File: src/rtl/frame_sync_detect.sv
// Serial frame synchroniser: hunts for a header, collects payload plus checksum, verifies the mod-256 sum.
// Optional FRAME_SYNC_STATS_EN adds saturating good/error frame counters.
module frame_sync_detect #(
  parameter int unsigned        HDR_W       = 8,
  parameter logic [HDR_W-1:0]   HEADER      = 8'hCC,
  parameter int unsigned        PLD_BYTES   = 3,
  parameter int unsigned        TIMEOUT_CYC = 64,
  localparam int unsigned       FRAME_W     = HDR_W + 8*PLD_BYTES + 8
) (
  input  logic               clk,
  input  logic               rst,
  input  logic               ser_i,
  input  logic               sync_flag,
  output logic               header_flag,
  output logic               valid_flag,
  output logic               chk_err,
  output logic               timeout_flag,
`ifdef FRAME_SYNC_STATS_EN
  output logic [15:0]        good_cnt,
  output logic [15:0]        err_cnt,
`endif
  output logic [FRAME_W-1:0] valid_data_o
);

  localparam int unsigned PLD_W  = 8*PLD_BYTES;
  localparam int unsigned BODY_W = PLD_W + 8;
  localparam int unsigned FILL_W = $clog2(HDR_W + 1);
  localparam int unsigned BCNT_W = $clog2(BODY_W + 1);
  localparam int unsigned TO_W   = (TIMEOUT_CYC > 1) ? $clog2(TIMEOUT_CYC) : 1;

  typedef enum logic [1:0] {
    HUNT    = 2'd0,
    COLLECT = 2'd1,
    CHECK   = 2'd2
  } state_t;

  // Header bytes are part of the checksum, so their sum seeds the accumulator.
  function automatic logic [7:0] byte_sum(input logic [HDR_W-1:0] h);
    logic [7:0] s;
    s = '0;
    for (int i = 0; i < int'(HDR_W/8); i++) s = s + h[i*8 +: 8];
    return s;
  endfunction

  localparam logic [7:0] HDR_SUM = byte_sum(HEADER);

  state_t              state, state_nxt;
  logic [HDR_W-1:0]    window;
  logic [FILL_W-1:0]   fill;
  logic [BODY_W-1:0]   body;
  logic [BCNT_W-1:0]   bit_cnt;
  logic [7:0]          sum;
  logic [TO_W-1:0]     to_cnt;

  logic [HDR_W-1:0]    win_nxt_c;
  logic                hdr_match_c;
  logic                last_bit_c;
  logic                timeout_c;
  logic                byte_done_c;
  logic                chk_ok_c;
  logic                header_hit_c;
  logic                valid_hit_c;
  logic                err_hit_c;
  logic                to_hit_c;

  assign win_nxt_c   = {window[HDR_W-2:0], ser_i};
  assign hdr_match_c = (fill >= FILL_W'(HDR_W - 1)) && (win_nxt_c == HEADER);
  assign last_bit_c  = (bit_cnt == BCNT_W'(BODY_W - 1));
  assign timeout_c   = (TIMEOUT_CYC != 0) && (to_cnt == TO_W'(TIMEOUT_CYC - 1));
  assign byte_done_c = (bit_cnt[2:0] == 3'b111) && (bit_cnt < BCNT_W'(PLD_W));
  assign chk_ok_c    = (body[7:0] == sum);

  // State register
  always_ff @(posedge clk) begin
    if (rst) state <= HUNT;
    else     state <= state_nxt;
  end

  // Next-state logic
  always_comb begin
    state_nxt = state;
    case (state)
      HUNT:    if (sync_flag && hdr_match_c) state_nxt = COLLECT;
      COLLECT: begin
        if (sync_flag && last_bit_c)   state_nxt = CHECK;
        else if (!sync_flag && timeout_c) state_nxt = HUNT;
      end
      CHECK:   state_nxt = HUNT;
      default: state_nxt = HUNT;
    endcase
  end

  // Status pulse decode; registered below
  always_comb begin
    header_hit_c = 1'b0;
    valid_hit_c  = 1'b0;
    err_hit_c    = 1'b0;
    to_hit_c     = 1'b0;
    case (state)
      HUNT:    header_hit_c = sync_flag && hdr_match_c;
      COLLECT: to_hit_c     = !sync_flag && timeout_c;
      CHECK: begin
        valid_hit_c = chk_ok_c;
        err_hit_c   = !chk_ok_c;
      end
      default: ;
    endcase
  end

  // Datapath and registered outputs
  always_ff @(posedge clk) begin
    if (rst) begin
      window       <= '0;
      fill         <= '0;
      body         <= '0;
      bit_cnt      <= '0;
      sum          <= '0;
      to_cnt       <= '0;
      header_flag  <= 1'b0;
      valid_flag   <= 1'b0;
      chk_err      <= 1'b0;
      timeout_flag <= 1'b0;
      valid_data_o <= '0;
    end else begin
      header_flag  <= header_hit_c;
      valid_flag   <= valid_hit_c;
      chk_err      <= err_hit_c;
      timeout_flag <= to_hit_c;
      if (valid_hit_c) valid_data_o <= {HEADER, body};

      case (state)
        HUNT: begin
          if (sync_flag) begin
            if (hdr_match_c) begin
              window  <= '0;
              fill    <= '0;
              bit_cnt <= '0;
              sum     <= HDR_SUM;
              to_cnt  <= '0;
            end else begin
              window <= win_nxt_c;
              if (fill != FILL_W'(HDR_W)) fill <= fill + FILL_W'(1);
            end
          end
        end
        COLLECT: begin
          if (sync_flag) begin
            body    <= {body[BODY_W-2:0], ser_i};
            bit_cnt <= bit_cnt + BCNT_W'(1);
            to_cnt  <= '0;
            if (byte_done_c) sum <= sum + {body[6:0], ser_i};
          end else if (timeout_c) begin
            window <= '0;
            fill   <= '0;
            to_cnt <= '0;
          end else begin
            to_cnt <= to_cnt + TO_W'(1);
          end
        end
        CHECK: begin
          window <= '0;
          fill   <= '0;
        end
        default: ;
      endcase
    end
  end

`ifdef FRAME_SYNC_STATS_EN
  // Saturating frame statistics, updated alongside the status pulses
  always_ff @(posedge clk) begin
    if (rst) begin
      good_cnt <= '0;
      err_cnt  <= '0;
    end else begin
      if (valid_hit_c && good_cnt != 16'hFFFF) good_cnt <= good_cnt + 16'd1;
      if ((err_hit_c || to_hit_c) && err_cnt != 16'hFFFF) err_cnt <= err_cnt + 16'd1;
    end
  end
`endif

endmodule

File: config.mk
export PLATFORM = sky130hd
export DESIGN_NAME = frame_sync_detect
export DESIGN_NICKNAME = d
export VERILOG_FILES = /design/src/rtl/frame_sync_detect.sv
export SDC_FILE = /design/constraint.sdc
export NUM_CORES = 1
export LEC_CHECK = 0
export ABC_AREA = 1
export CORE_ASPECT_RATIO = 2
export CORE_MARGIN = 2
export CORE_UTILIZATION = 57
export DETAILED_ROUTE_END_ITERATION = 8
export GPL_TIMING_DRIVEN = 0
export PLACE_DENSITY_LB_ADDON = 0.3
export SETUP_SLACK_MARGIN = 0.3
export SLEW_MARGIN = 20
export SYNTH_ARGS = -nofsm -noshare
export SYNTH_HDL_FRONTEND = slang
export SYNTH_SLANG_ARGS = --single-unit
File: constraint.sdc
create_clock -name clk -period 2.1 [get_ports clk]
set_input_delay 0.525 -clock clk [delete_from_list [all_inputs] [get_ports clk]]
set_output_delay 0.525 -clock clk [all_outputs]
set_load 0.05 [all_outputs]
# --- Yosys cells after proc, flatten, opt, wreduce, memory -nomap -nowiden ---
# Cells that the tools add are included.
# W data, S select, Z words.
classes:
  reduce_logical: 20
  add_sub_neg: 4
  n_eq_ne: 17
  bitwise: 3
  order_cmp: 2
  n_mux: 28
op_table:
  columns: ["cell", "count"]
  rows:
  - ["$mux W8", 4]
  - ["$mux W6", 5]
  - ["$mux W7", 4]
  - ["$pmux W6 S2", 2]
  - ["$pmux W7 S3", 1]
  - ["$mux W4", 5]
  - ["$pmux W8 S2", 1]
  - ["$ne A2 B2 Y1 const B", 7]
  - ["$add A6 B1 Y6 const B", 2]
  - ["$pmux W4 S3", 1]
  - ["$reduce_and A5 Y1", 2]
  - ["$add A8 B8 Y8", 1]
  - ["$eq A8 B8 Y1", 1]
  - ["$eq A8 B8 Y1 const B", 1]
  - ["$reduce_and A4 Y1", 2]
  - ["$eq A6 B5 Y1 const B", 1]
  - ["$eq A6 B6 Y1 const B", 1]
  - ["$lt A6 B5 Y1 const B", 1]
  - ["$mux W2", 3]
  - ["$ne A3 B3 Y1 const B", 2]
  - ["$reduce_or A2 Y1", 3]
  - ["$logic_and A1 B1 Y1", 5]
  - ["$add A4 B1 Y4 const B", 1]
  - ["$ge A4 B3 Y1 const B", 1]
  - ["other kinds (13)", 17]
totals:
  reg_bits: 102
  in_bits: 4
  wordCells: 86
  out_inout_bits: 44

# --- Longest topological paths before layout ---
logic_depth:
  ltp_word: 5
  ltp_mapped: 11
  ltp_nobuf: 11

# --- Least setup slack after synthesis ---
# No wires, ideal clock.
synth_timing:
  path_type: "input to register"
  startpoint: "input ser_i"
  endpoint: "register sum[4]"
  slack_ps: 389
  setup_ps: 64
  required_ps: 2036
  stages: 9
  arrival_time_ps: 1647
  path_cell_list: "ha_1 -> fa_1 -> nand3_1 -> nand3_1 -> a21oi_1 -> o21ai_0 -> nand2_1 -> nand2_1 -> nor2_1"
synth_between:
  elab_chain_len: 4
  word_cells_on_any_way: 8
synth_rtl:
  columns: ["item", "line", "text"]
  rows:
  - ["start, declared", "12", "input logic ser_i,"]
  - ["$add A8 B8 Y8 / $eq A8 B8 Y1 (equally long branches)", "151, 67", null]
  - ["$mux W8 / $logic_and A1 B1 Y1 (equally long branches)", "151, 67", null]
  - ["$mux W8 / $ne A2 B2 Y1 (equally long branches)", null, null]
  - ["$pmux W8 S2 / $reduce_and A5 Y1 (equally long branches)", null, null]
  - ["end signal, assigned", "151", "if (byte_done_c) sum <= sum + {body[6:0], ser_i};"]
  - ["end, declared", "52", "logic [7:0] sum;"]
# Parallel ways exist; a longest one is shown, timed or not. The select of a mux whose other input is x is not followed.
# A chain may end at the register's enable or synchronous reset.

# --- Worst setup path after layout ---
layout_timing:
  startpoint: "register valid_data_o[25]"
  endpoint: "output valid_data_o[25]"
layout_lines:
  columns: ["item", "line", "text"]
  rows:
  - ["start, declared", "22", "output logic [FRAME_W-1:0] valid_data_o"]
  - ["start signal, assigned", "129", "if (valid_hit_c) valid_data_o <= {HEADER, body};"]
# No word-level cell between the ends.

==> key figures <==
Run status
  • Status: finished, final reports clean

Clock tree
  • CTS tree: built
  • Worst skew pair latency: 0.35 ns
  • Num CTS Buffers: 9
  • Root buf cell: clkbuf_16
  • Clk slew on worst S/H paths: 0.07 ns
  • Clock net sink count: 102
  • Hold Buf Count CTS: 0
  • Clk buf depth: 2
  • # H-tree levels: 3

Synth
  • Area leader, netlist: dfxtp_1
  • Post-synthesis mux area share: 0%
  • EDFF count, synth: 0
  • Cells after synthesis: 751
  • Post-Synth Simple-Gate Area: 28.5%
  • Synth Area in XOR/XNOR: 2.41%
  • Compound-Gate Fraction of Synth Area: 9.73%
  • Synth Area per Inst: 6.76 sq um
  • #FFs+latches synth: 102
  • Synth top area cells: dfxtp_1 40%, nand2_1 12%, inv_1 10%, nand3_1 6.3%, nor2_1 6.1%
  • Post-synthesis adder-cell area fraction: 4.58%
  • Mapped cell area: 5080 sq um
  • Synth Flop Type: dfxtp_1
  • Post-synthesis sequential area ratio: 40.2%
  • Asr flop ratio synth: 0%
  • Largest family of logic cells by synthesized area: simple AND/OR/NAND/NOR gates
  • Synth unique cells: 32
  • Yosys top cell area share: 40.2%
  • YS warnings: 0

Cells and area
  • Area added between synthesis and finish: 17.4%
  • Final core occ: 68.9%
  • Final layout net count: 832
  • Final instance area: 5960 sq um
  • # diodes: 0
  • Layout cell share with drive strength beyond 1: 8.59%
  • Final cell count without fillers: 915

Setup path
  • Required time of the critical path: 1.57 ns
  • Crit path kind: reg -> out
  • CP startpoint kind: register
  • Arr. time, crit path: 1.24 ns
  • Slowest CP cell: dlygate4sd2_1
  • Critical R2R Launch: to_cnt[0]
  • CP endpoint kind: output port
  • Reg2reg end: window[3]
  • CP cell instances: dlygate4sd2_1
  • Largest delay contributor family on the critical path: buffers and inverters
  • Crit Path Max Fanout: 2
  • Buf+Inv Stages, Crit Path: 1
  • Crit path largest cell delay: 0.55 ns
  • R2R depth: 10
  • Reg2reg setup slack: 0.37 ns

Global route
  • First-pass GRT wire length: 18900 um
  • Initial antenna violation count: 0
  • GRT overflow: 0
  • Largest net degree at the start of global routing: 19
  • Vias in the first global route: 4471
  • Global-route usage over all layers: 23.9%

Place
  • Placed cell area: 5630 sq um
  • Post-detail-place hpwl: 8390 um
  • Placer Congestion: 0.955
  • Port bufs: 41
  • DP Worst Slack: -0.328 ns
  • # placed instances: 895

Die
  • Die area: 9730 sq um
  • Die W: 70.7 um
  • Die H: 137 um
  • # rows: 48
  • Core ar.: 8650 sq um
  • Starting Density: 58.7%
  • Ports: 48

STA
  • Setup Skew: 0.00574 ns
  • Final Hold Vio Count: 0
  • Setup TNS Final: 0 ns
  • Slew Limit Fails: 0
  • RSZ-0062 raised after global routing: yes
  • Minimum clock period: 1.76 ns
  • Slew headroom: 62.7%
  • Period utilization: 83.9%
  • Worst-Margin Slew: 0.559 ns
  • F_max: 567 MHz
  • Final setup margin: 0.338 ns
  • Hold Slack: 0.455 ns
  • Final setup fails: 0

Route
  • Routed Antenna Nets: 0
  • TritonRoute pass-1 iters: 5
  • Via count: 4686
  • Via/cell ratio: 5.12
  • Avg WL per Cell: 12.3 um
  • Final wirelength: 11300 um
  • DR iter-0 viols: 288
  • DRC Markers: 0

Run
  • Max-cap viol count: 0

Power and ir drop
  • Leakage power: 2.86 nW
  • Total Power: 3.81 mW
  • Pwr per Cell Area: 639 nW/um^2
  • Peak supply drop: 636 uV

Hold path
  • Hold path start: body[31]
  • Hold Path End: body[31]
  • Hold Crit Class: reg -> reg
  • Worst Hold Depth: 2
-- metal layers --
| layer | vias up | track usage, % | wire length [um] |
|---|---|---|---|
| li1 | 2422 | - | - |
| met1 | 2125 | 23.1 | 4160 |
| met4 | 0 | 11.8 | 350 |
| met3 | 31 | 3.88 | 379 |
| met5 | - | 0 | 0 |
| met2 | 108 | 47.0 | 6400 |
-- synthesized netlist by cell type (2+ instances only) --
| cell | number |
|---|---|
| a21oi_1 | 54 |
| buf_1 | 7 |
| buf_2 | 7 |
| buf_4 | 7 |
| buf_6 | 3 |
| clkbuf_1 | 14 |
| dfxtp_1 | 102 |
| ha_1 | 17 |
| inv_1 | 141 |
| nand2_1 | 164 |
| nand2_2 | 2 |
| nand3_1 | 64 |
| nand3_4 | 2 |
| nand4_1 | 8 |
| nor2_1 | 82 |
| nor2_4 | 2 |
| nor3_1 | 7 |
| nor4_1 | 2 |
| o21ai_0 | 41 |
| xnor2_1 | 2 |
| xor2_1 | 12 |
-- cell usage in the layout (no fill, tap or decap), drive strengths merged, types with 2 or more instances in the layout --
cell | synthesis | final
a21oi | 54 | 54
buf | 24 | 25
clkbuf | 14 | 29
clkinv | 1 | 2
clkinvlp | 0 | 2
conb | 1 | 4
dfxtp | 102 | 102
dlygate4sd2 | 0 | 36
ha | 17 | 17
inv | 142 | 145
nand2 | 167 | 167
nand3 | 67 | 67
nand4 | 8 | 8
nor2 | 84 | 85
nor3 | 7 | 7
nor4 | 2 | 2
o21ai | 42 | 42
xnor2 | 2 | 2
xor2 | 12 | 12
-- final cells by class --
cell class / instances / area (sq um)
multi-input combinational: 472 / 2370
clock buffer: 9 / 225
clock inverter: 7 / 78.8
tap: 100 / 125
inverter: 143 / 537
buffer: 38 / 211
fill: 771 / 2690
timing repair buffer: 44 / 367
sequential: 102 / 2050
-- registers in the layout, summed over array words and instances, names as in the netlist --
| signal | count |
|---|---|
| valid_data_o | 33 |
| body | 32 |
| sum | 8 |
| window | 7 |
| bit_cnt | 6 |
| to_cnt | 6 |
| fill | 4 |
| state | 2 |
| chk_err | 1 |
| header_flag | 1 |
| timeout_flag | 1 |
| valid_flag | 1 |
-- where the power goes --
| group | switching (mW) | total [mW] | internal [mW] |
|---|---|---|---|
| clock network | 0.765 | 1.70 | 0.938 |
| logic | 0.108 | 0.154 | 0.0458 |
| registers | 0.00953 | 1.95 | 1.94 |
-- repair_timing --
action / 4_1_cts / 5_1_grt
pin swaps: 0 / 2
gates cloned: 0 / 1
buffers inserted: 0 / 3
gates resized for setup: 51 / 34
endpoints found under the setup margin: 59 / 76
-- cell families (layout without fill, tap and decap cells) --
logic type	Yosys count	after routing
other	1	4
AO/OA/AOI/OAI	98	98
XOR/XNOR	14	14
AND/OR/NAND/NOR	337	338
flip-flops	102	102
buffers and inverters	181	241
adder cells (fa/ha/maj)	18	18
-- worst max-delay path by stage --
stage,startpoint,end,depth (start not counted)
finish,valid_data_o[25],valid_data_o[25],1
floorplan,ser_i,sum[4],9
global route,state[0],valid_data_o[14],7
detailed placement,ser_i,sum[4],10
global placement,ser_i,sum[4],10
CTS,valid_data_o[34],valid_data_o[35],2
(Power assumes the default switching activity.)
